**src/rtl/regfile_wb_arbiter.sv**
```systemverilog
// regfile_wb_arbiter: sole regfile writer merging pipeline results with a long-latency FIFO, plus RAW scoreboard.
// Optional WB_ERR_EN macro enables sticky protocol-error detection on o_err.
module regfile_wb_arbiter #(
    parameter int DEPTH = 4,
    parameter int CNT_W = 2
) (
    input  logic        clk,
    input  logic        rst,
    input  logic        i_pipe_we,
    input  logic [4:0]  i_pipe_num,
    input  logic [31:0] i_pipe_data,
    input  logic        i_lu_valid,
    input  logic [4:0]  i_lu_num,
    input  logic [31:0] i_lu_data,
    output logic        o_lu_ready,
    input  logic        i_sb_set,
    input  logic [4:0]  i_sb_num,
    output logic        o_sb_full,
    input  logic [4:0]  i_rs_num,
    input  logic [4:0]  i_rt_num,
    output logic        o_rs_busy,
    output logic        o_rt_busy,
    output logic [4:0]  o_rd_num,
    output logic [31:0] o_rd_data,
    output logic        o_rd_we,
    output logic        o_drained,
    output logic        o_err
);
    localparam int AW = $clog2(DEPTH);
    localparam logic [CNT_W-1:0] CMAX = '1;

    logic [4:0]               r_fnum  [DEPTH];
    logic [31:0]              r_fdata [DEPTH];
    logic [AW-1:0]            r_wp, r_rp;
    logic [AW:0]              r_cnt;
    logic [31:0][CNT_W-1:0]   r_pend;
    logic                     r_rd_we;
    logic [4:0]               r_rd_num;
    logic [31:0]              r_rd_data;

    logic        w_full, w_empty, w_pipe, w_pop, w_pop_wr, w_push, w_inc;
    logic [4:0]  w_head_num;
    logic [31:0] w_head_data, w_up, w_dn, w_nz;

    assign w_full      = r_cnt == (AW+1)'(DEPTH);
    assign w_empty     = r_cnt == '0;
    assign w_head_num  = r_fnum[r_rp];
    assign w_head_data = r_fdata[r_rp];
    assign w_pipe      = i_pipe_we && i_pipe_num != 5'd0;
    assign w_pop       = !w_pipe && !w_empty;
    assign w_pop_wr    = w_pop && w_head_num != 5'd0;
    assign w_push      = i_lu_valid && o_lu_ready;
    assign w_inc       = i_sb_set && i_sb_num != 5'd0;
    assign w_up        = w_inc ? 32'd1 << i_sb_num : '0;
    assign w_dn        = w_pop_wr ? 32'd1 << w_head_num : '0;

    always_comb begin
        w_nz = '0;
        for (int i = 0; i < 32; i++) w_nz[i] = r_pend[i] != '0;
    end

    assign o_lu_ready = !w_full && !rst;
    assign o_rs_busy  = w_nz[i_rs_num];
    assign o_rt_busy  = w_nz[i_rt_num];
    assign o_sb_full  = r_pend[i_sb_num] == CMAX;
    assign o_drained  = w_empty && w_nz == '0;
    assign o_rd_we    = r_rd_we;
    assign o_rd_num   = r_rd_num;
    assign o_rd_data  = r_rd_data;

    always_ff @(posedge clk)
        if (w_push) begin
            r_fnum[r_wp]  <= i_lu_num;
            r_fdata[r_wp] <= i_lu_data;
        end

    always_ff @(posedge clk) begin
        if (rst) begin
            r_wp  <= '0;
            r_rp  <= '0;
            r_cnt <= '0;
        end else begin
            if (w_push) r_wp <= r_wp + AW'(1);
            if (w_pop) r_rp <= r_rp + AW'(1);
            r_cnt <= r_cnt + (AW+1)'(w_push) - (AW+1)'(w_pop);
        end
    end

    // Pipeline results win the port; a popped r0 entry is consumed without a write.
    always_ff @(posedge clk) begin
        if (rst) begin
            r_rd_we   <= 1'b0;
            r_rd_num  <= '0;
            r_rd_data <= '0;
        end else begin
            r_rd_we <= w_pipe || w_pop_wr;
            if (w_pipe) begin
                r_rd_num  <= i_pipe_num;
                r_rd_data <= i_pipe_data;
            end else if (w_pop_wr) begin
                r_rd_num  <= w_head_num;
                r_rd_data <= w_head_data;
            end
        end
    end

    always_ff @(posedge clk) begin
        if (rst) r_pend <= '0;
        else
            for (int i = 0; i < 32; i++)
                if (w_up[i] && !w_dn[i] && r_pend[i] != CMAX) r_pend[i] <= r_pend[i] + CNT_W'(1);
                else if (w_dn[i] && !w_up[i] && w_nz[i]) r_pend[i] <= r_pend[i] - CNT_W'(1);
    end

`ifdef WB_ERR_EN
    logic r_err;
    always_ff @(posedge clk) begin
        if (rst) r_err <= 1'b0;
        else if ((i_lu_valid && w_full) || (i_sb_set && o_sb_full) ||
                 (w_pop_wr && !w_nz[w_head_num]) || (w_pipe && w_nz[i_pipe_num]))
            r_err <= 1'b1;
    end
    assign o_err = r_err;
`else
    assign o_err = 1'b0;
`endif
endmodule

```
**config.mk**
```make
export PLATFORM = sky130hd
export DESIGN_NAME = regfile_wb_arbiter
export DESIGN_NICKNAME = d
export VERILOG_FILES = /design/src/rtl/regfile_wb_arbiter.sv
export SDC_FILE = /design/constraint.sdc
export NUM_CORES = 1
export LEC_CHECK = 0
export CAP_MARGIN = 20
export CORE_UTILIZATION = 51
export DETAILED_ROUTE_END_ITERATION = 16
export GPL_TIMING_DRIVEN = 0
export PLACE_DENSITY_LB_ADDON = 0.15
export SLEW_MARGIN = 20
export SYNTH_ARGS = -nofsm -noshare
export SYNTH_HDL_FRONTEND = slang
export SYNTH_SLANG_ARGS = --single-unit
```
**constraint.sdc**
```tcl
create_clock -name clk -period 3.2 [get_ports clk]
set_input_delay 0.8 -clock clk [delete_from_list [all_inputs] [get_ports clk]]
set_output_delay 0.8 -clock clk [all_outputs]
set_load 0.02 [all_outputs]
```
==> results of run 1 <==
## final cells by class
class / instances / area [um^2] / share of cell area, %
inverter: 8 / 31.3 / 0.197
clock inverter: 14 / 204 / 1.29
multi-input combinational: 767 / 5780 / 36.4
sequential: 259 / 6740 / 42.5
timing repair buffer: 139 / 1460 / 9.20
tap: 324 / 405 / 2.56
buffer: 81 / 467 / 2.94
clock buffer: 38 / 779 / 4.91
## worst max-delay path: stages
cell and delay (ns):
buf_8 0.10, clkbuf_16 0.16, clkbuf_16 0.17, nand3_4 0.09, o21ai_2 0.05, mux4_2 0.48, mux4_2 0.50, buf_6 0.15
## cell families after synthesis
family / after synthesis / share of synthesized area (%)
muxes: 76 / 12.2
adders and majority gates: 7 / 0.751
xor gates and xnor gates: 5 / 0.346
other: 1 / 0.0296
buffers and inverters: 89 / 3.06
DFF: 259 / 52.7
and+or+nand+nor: 449 / 18.5
AOI/OAI and AO/OA: 229 / 12.4
## state kept, by name (all words and copies together) (netlist names), named ones only
signal and cells:
r_cnt 3, r_rp 2, o_rd_num 5, r_fnum 20, o_rd_we 1, r_pend 64, r_fdata 128, r_wp 2
o_rd_data 32
## metrics by stage
stage | util [%] | worst slack [ns] | setup TNS, ns | instances
3_5_place_dp | 59.5 | -1.46 | -20.60 | 1573
2_1_floorplan | - | 0.0127 | 0 | 1115
5_1_grt | 65.2 | -0.0982 | -0.117 | 1630
6_report | 65.2 | -0.102 | -0.102 | 1630
3_3_place_gp | 59.1 | -1.50 | -134.52 | 1569
4_1_cts | 64.7 | -0.0711 | -0.0711 | 1630
## layout by cell type, fill, tap and decap left out, types with 16 or more instances in the layout
cell and instances:
clkbuf_1 51, clkbuf_16 31, dfxtp_2 44, edfxtp_1 148, o31a_1 16, nor2_1 95
mux4_2 62, dfxtp_1 63, nand4_1 28, a21oi_1 43, nand3_1 19, nand2_1 128
clkdlybuf4s50_1 124, o21ai_0 41, a311oi_1 37, nand2b_1 36, a31oi_1 27
## power by group through the flow
stage | Clock [W] | Sequential, W | Combinational (W)
2_1_floorplan | 0 | 0.00407 | 0.00150
3_3_place_gp | 0 | 0.00398 | 0.00258
3_5_place_dp | 0 | 0.00398 | 0.00263
4_1_cts | 0.00345 | 0.00392 | 0.00270
5_1_grt | 0.00359 | 0.00394 | 0.00293
6_report | 0.00342 | 0.00392 | 0.00273
## worst max path at each step
stage,startpoint,endpoint,slack [ns],cells past startpoint
final,i_sb_num[1],o_sb_full,-0.10,8
after global routing,i_sb_num[1],o_sb_full,-0.1,8
after CTS,i_sb_num[1],o_sb_full,-0.07,8
after detailed placement,i_sb_num[1],o_sb_full,-1.46,7
after global placement,i_sb_num[1],o_sb_full,-1.50,7
after floorplan,i_sb_num[2],o_sb_full,0.01,4
## routing by layer
layer	global-route usage [%]	vias up	wire length (um)
li1	-	4675	-
met1	37.3	5059	14700
met2	44.8	519	16700
met3	5.16	141	2980
met4	17.8	0	2270
met5	0	-	0
## timing repair
item / CTS / global route
setup endpoints to repair: 6 / 35
buffers inserted: 2 / 0
pin swaps: 1 / 0
cloned: 3 / 0
gates resized for setup: 107 / 56
==> results.md, run 1 <==
- The run finished, with violations left.
- The checks that failed: negative setup slack.
- The internal power is 0.00686 W.
- In this run, the combinational gates consume 27.1% of the power.
- The post-route antenna net violation count is 0.
- The async set or reset register ratio after synthesis is 0%.
- The placed instances occupy a cell area of 14500 um^2.
- The layout cell share with drive strength beyond 1 is 19.8%.
- The detailed placer's ending HPWL is 25.4 mm.
- The source of the worst hold timing path is o_rd_data[30].
- After clock tree synthesis, the clock-pin slew on the worst setup and hold paths is 0.06 ns.
- The number of clock sinks seen by CTS is 259.
- The total standard cell area after synthesis is 12700 um^2.
- The final-report setup violation count is 1.
- For this run the aggregate overflow at the end of global routing stands at 0.
- The wire length per cell is 22.5 um.
- Setup repair after global routing could not meet its margin everywhere.
- The worst-case IR drop observed on VDD is 0.000512 V.
- The detailed-route wire length is 36.6 mm.
- The number of global-route vias before repair is 10200.
- Total power for the finished layout comes to 0.0101 W.
- In this run the horizontal extent of the chip is 160 um.
- At the worst endpoint, the required time is 2.40 ns.
- The data arrival at the endpoint of the critical path is 2.50 ns.
- The core box area is 24300 um^2.
- The floorplan step set the die height to 160 um.
- Across the run, the number of max-cap violations was 0.
- The initial utilization of the core area, before any placement, comes to 52.0%.
- The synthesized design contains 259 register bits.
- The initial antenna violation count is 0.
- Detailed routing inserted a total of 10400 vias.
- 0 antenna diodes ended up in the layout.
- The number of buffers inserted by hold repair at cts is 0.
- The post-synthesis net count is 1216.
- Clock tree synthesis selected as its root buffer the cell clkbuf_16.
- The smallest setup slack after layout is -0.102 ns.
- Across the routed clock network, the largest skew measured is 0.0375 ns.
- The maximum buffer depth of the clock tree is 3.
- For this design the ratio of total power to cell area is 635 nW/um^2.
- The post-route DRC violation count is 0.
- The relative slew slack is 37.6%.
- Net switching is 31.9% of the power.
- The capturing element type of the critical path is an output pin.
- Ranked by instance count, the synthesized netlist is headed by edfxtp_1 (148), nand2_1 (128), dfxtp_1 (111), nor2_1 (108), mux4_2 (62).
- At the end of the flow, the number of nets in the layout was 1385.
- The max-slew violation count is 0.
- In the finished design, the share of the clock period the worst path needs comes to 103%.
- The library cell occupying the most area in the post-synthesis netlist is edfxtp_1.
- Registers are responsible for 38.9% of the overall power.
- The end of the worst register-to-register path is r_pend[25].
- The worst register-to-register path has a depth of 8.
- With fillers left out, the area of the finished cells amounts to 15900 um^2.
- The final hold slack is 0.476 ns.
- The clock insertion delay at the later pin of the skew report is 0.58 ns.
- The congestion estimate from routability-driven global placement came to 0.974.
- The H-tree depth is 1.
- Sequential elements use 52.7% of the synthesized area.
- The average instance in the mapped netlist occupies 11.4 um^2.
- Before antenna repair, the detailed router went through 5 iterations.
- Entering global routing, the biggest net connects 28 pins.
- The shortest period the worst path allows is 3.30 ns.
- The die covers 25400 um^2.
- The top-level I/O count is 138.
- By instance count, the leading cell after synthesis is edfxtp_1.
- TritonCTS built the clock tree.
- In the post-synthesis netlist, the biggest area contributors are edfxtp_1 (35%), dfxtp_1 (18%), mux4_2 (11%).
- The aggregate global-route resource usage is 28.7%.
- The path class of the tightest hold or removal check is reg -> reg.
- The floorplan has 57 rows.
- Of the total power, the clock network draws 34.0%.
- The fmax is 303 MHz.
- TritonCTS created 28 clock buffers.
- The worst hold path terminates at o_rd_data[30].
- Summed over its instances, the top area cell type makes up 35.1% of the synthesized netlist area.
- During synthesis, Yosys emitted a total of 0 warnings.
- The number of port buffers is 130.
- For the pin with the worst max-slew slack, the measured transition is 0.923 ns.
- For this design the static power due to leakage is 4.99 nW.
- The worst setup slack for register-to-register paths is 0.09 ns.
- The ratio of routed vias to standard cells is 6.38.
- In the synthesized netlist the dominant register cell turns out to be edfxtp_1.
- The critical path is of the in -> out type.
- Fill cells in the final layout number 1882.
- From synthesis to final layout, the design area changed by 25.3%.
- The worst setup path is launched from an input pin.
- Counting flops with a built-in enable in the synthesized netlist gives 148.
- The analysis attributes to net switching a power of 0.00321 W.
- The cell depth of the worst min-delay path is 2.
- The global-route wire length before repair is 56.7 mm.
- The number of cells produced by synthesis is 1115.
- The final hold violation count is 0.
- Along the worst path, the maximum fanout reaches 6.
- The number of distinct library cells after synthesis is 70.
- The count of routing violations after the opening detailed-route iteration is 975.
Power figures use the tool's default switching activity.
==> run 2: changes to the inputs <==
--- a/config.mk
+++ b/config.mk
@@ -6,7 +6,9 @@
 export NUM_CORES = 1
 export LEC_CHECK = 0
 export CAP_MARGIN = 20
-export CORE_UTILIZATION = 51
+export CORE_ASPECT_RATIO = 1.5
+export CORE_UTILIZATION = 59
+export CTS_BUF_LIST = sky130_fd_sc_hd__clkbuf_4
 export DETAILED_ROUTE_END_ITERATION = 16
 export GPL_TIMING_DRIVEN = 0
 export PLACE_DENSITY_LB_ADDON = 0.15
==> constraint.sdc (replaced) <==
create_clock -name clk -period 3.4 [get_ports clk]
set_input_delay 0.85 -clock clk [delete_from_list [all_inputs] [get_ports clk]]
set_output_delay 0.85 -clock clk [all_outputs]
set_load 0.02 [all_outputs]
==> run 2 against run 1 <==
Register-to-register slack better by 0.08 ns; the run now ends clean; sequential share of layout area grew 1.1 points; hold slack gained 0.0065 ns; setup slack better by 0.11 ns; via count rose by 1.7%; clock skew increased by 0.023 ns; sequential cell count unchanged; non-clock buffer count grew 5; total power down 15%.
==> results.md, run 2 (synthesis results as in run 1) <==
- The placed cell count came to 1517 (-3.6%).
- The relative slew slack is 20.6% (-17 points).
- The type of element launching the critical path is an input pin.
- The maximum number of pins on one net before global-route repair is 27 (-3.6%).
- The post-route non-filler standard cell count is 1639 (+0.55%).
- The part of the total power dissipated in combinational logic came to 29.3% (+2.2 points).
- The fraction of the cycle the final worst path needs is 99.8%.
- The kind of cell with the highest combined delay along the critical path is buffers and inverters.
- The flow ran to the end, and the final reports show no timing, DRC or antenna violations.
- The net switching share of the total power is 33.6% (+1.7 points).
- The total non-filler cell area in the finished layout is 15600 um^2 (-1.7%).
- The number of CTS-inserted buffers is 59 (+110%).
- The detailed-route wire length came to 37.2 mm (+1.4%).
- The slowest cell on the critical path is clkdlybuf4s50_1.
- The number of standard-cell rows in the floorplan was 65 (+14%).
- The clock insertion delay at the later pin of the skew report is 0.75 ns (+0.17 ns).
- The post-route antenna net violation count is 0 (unchanged).
- The post-route DRC violation count is 0 (unchanged).
- The startpoint-to-endpoint class of the critical path is in -> out.
- The net load switching power is 0.00289 W (-10%).
- The H-tree depth is 2 (+1).
- The fmax is 295 MHz.
- The part of the total power dissipated in the clock network is 28.1% (-5.9 points).
- The effective utilization at floorplan came to 60.1% (+8.0 points).
- The register ranked first by flip-flop count is r_fdata.
- The area after detailed placement is 14400 um^2 (-0.64%).
- The delay contributed by the slowest stage of the critical path came to 0.59 ns (+0.09 ns).
- The clock transition at the register clock pins on the worst setup and hold paths after CTS came to 0.06 ns (about the same).
- The die area is 22100 um^2 (-13%).
- The static leakage is 4.99 nW (about the same).
- The area taken by flip-flops and latches is 6790 um^2 (+0.80%).
- The data arrival at the endpoint of the critical path is 2.54 ns (+0.04 ns).
- The setup TNS after final layout is 0 ns (+0.102 ns).
- The final layout net count is 1421 (+2.6%).
- The maximum fanout count along the critical path came to 10 (+4).
- The master cell of the clock root buffer is clkbuf_4.
- The share of power burned in registers came to 42.7% (+3.8 points).
- The number of buffers inserted by hold repair at cts came to 0 (unchanged).
- The power per cell area is 552 nW/um^2 (-13%).
- The layout filler cell count is 1477 (-22%).
- The height of the chip is 181 um (+14%).
- The max-slew violation count came to 0 (unchanged).
- The count of TritonRoute iterations in the first routing pass is 6 (+1).
- The required time of the worst setup path is 2.55 ns (+0.15 ns).
- The number of global-route vias before repair was 10600 (+4.1%).
- The clock period could shrink to 3.39 ns.
- The worst voltage drop across the vdd grid is 0.000402 V (-21%).
- The total of max-cap violations came to 0 (unchanged).
- The buffers plus inverters on the worst setup path is 3 (-1).
- The ratio of routed vias to standard cells was 6.45 (+1.1%).
- The flip-flop count of the largest register after layout is 128 (unchanged).
- The final-report setup violation count is 0 (-1).
- TritonCTS built the clock tree.
- Walking the worst path, the cells encountered are clkdlybuf4s50_1, clkbuf_1, mux4_2, buf_6.
- The area growth from synthesis to layout is 23.2%.
- The worst min-delay path category is reg -> reg.
- The detailed placer's ending HPWL was 26.1 mm (+2.6%).
- In the layout the commonest cells are edfxtp_1 (148), clkdlybuf4s50_1 (125), nand2_1 (122).
- The wire length per cell is 22.7 um (+0.88%).
- The total via count after detailed routing is 10600 (+1.7%).
- The number of clock sinks seen by CTS is 259 (unchanged).
- The layout cell share with drive strength beyond 1 is 23.3% (+3.5 points).
- The die width is 122 um (-24%).
- The global placer's final weighted congestion is 1.02 (+4.9%).
- The core utilization of the finished layout is 74.0% (+8.8 points).
- The most common cell after layout, fill and taps aside is edfxtp_1.
- The internal power is 0.00571 W (-17%).
- The number of port buffers came to 130 (unchanged).
- Setup repair after global routing could not meet its margin everywhere.
- The remaining global-route overflow is 0 (unchanged).
- STA classifies the critical path endpoint as an output pin.
- The aggregate global-route resource usage is 35.2% (+6.5 points).
- The count of routing violations after the opening detailed-route iteration is 781 (-20%).
- The core box area is 21100 um^2 (-13%).
- The final setup skew came to 0.0601 ns (+0.0226 ns).
- The area taken by multi-input logic gates is 5750 um^2 (-0.48%).
- The final hold slack is 0.483 ns (+0.00649 ns).
- The maximum buffer depth of the clock tree is 3 (unchanged).
- The final hold violation count is 0 (unchanged).
- The global-route wire length before repair is 57.1 mm (+0.73%).
- The initial antenna violation count is 5 (+5).
- The pin slew with the least headroom to its limit is 1.18 ns (+0.253 ns).
- The top-level I/O count is 138 (unchanged).
-- run 2: cell types whose count changed in the layout (fill, tap and decap cells not counted), moves of 6 or more --
cell       previous run  this run
clkbuf_4              1        91
clkbuf_16            31         1
dfxtp_4               4        20
clkinv_1              1        12
dfxtp_1              63        52
buf_4                 7        15
nor2_4                2        10
o21ai_0              41        49
nand3_1              19        26
nand2_1             128       122
nand2_2               0         6
-- run 2: worst reg2reg max path: cells and delay by family, from the launching register on --
family        cells  cell delay (ns)
fa+ha+maj         3             0.86
simple gates      3             0.83
buf+inv           4             0.68
flops             1             0.38
xor+xnor          2             0.32
-- run 2: timing repair --
action / 4_1_cts / 5_1_grt
endpoints found under the setup margin: 4 / 33
gates cloned: 2 / 0
resized for setup: 109 / 73
pin swaps: 0 / 3
setup buffers: 5 / 5
-- run 2: final cells by class --
class / count / area share, %
clock inverter: 18 / 0.506
multi-input combinational: 767 / 36.9
tap: 268 / 2.15
buffer: 79 / 2.65
timing repair buffer: 146 / 9.63
clock buffer: 90 / 4.33
inverter: 8 / 0.217
antenna: 4 / 0.0642
sequential: 259 / 43.5
-- run 2: worst paths after layout --
check,start,to,slack (ns),cells after the start
min reg2reg,r_pend[1],r_pend[1],0.48,1
min,r_pend[1],r_pend[1],0.48,1
max,i_sb_num[4],o_sb_full,0.008,4
max reg2reg,r_cnt[1],r_cnt[2],0.17,12
-- run 2: power groups by stage --
stage	Clock (W)	Combinational, W	Sequential, W
6_report	0.00242	0.00252	0.00367
5_1_grt	0.00264	0.00268	0.00369
4_1_cts	0.00246	0.00250	0.00368
3_5_place_dp	0	0.00245	0.00373
3_3_place_gp	0	0.00241	0.00373
2_1_floorplan	0	0.00141	0.00383
-- run 2: stage by stage --
stage | power, W | setup WS [ns]
floorplan | 0.00524 | 0.00191
global placement | 0.00614 | -1.32
detailed placement | 0.00618 | -1.32
CTS | 0.00864 | 0.00185
global route | 0.00901 | -0.0517
finish | 0.00860 | 0.00821
-- run 2: metal layers --
metal | global-route usage (%) | up-vias | routed length, um
li1 | - | 4808 | -
met3 | 12.7 | 169 | 3140
met1 | 35.3 | 5084 | 12600
met4 | 29.0 | 2 | 3090
met2 | 57.8 | 503 | 18300
met5 | 0 | - | 13
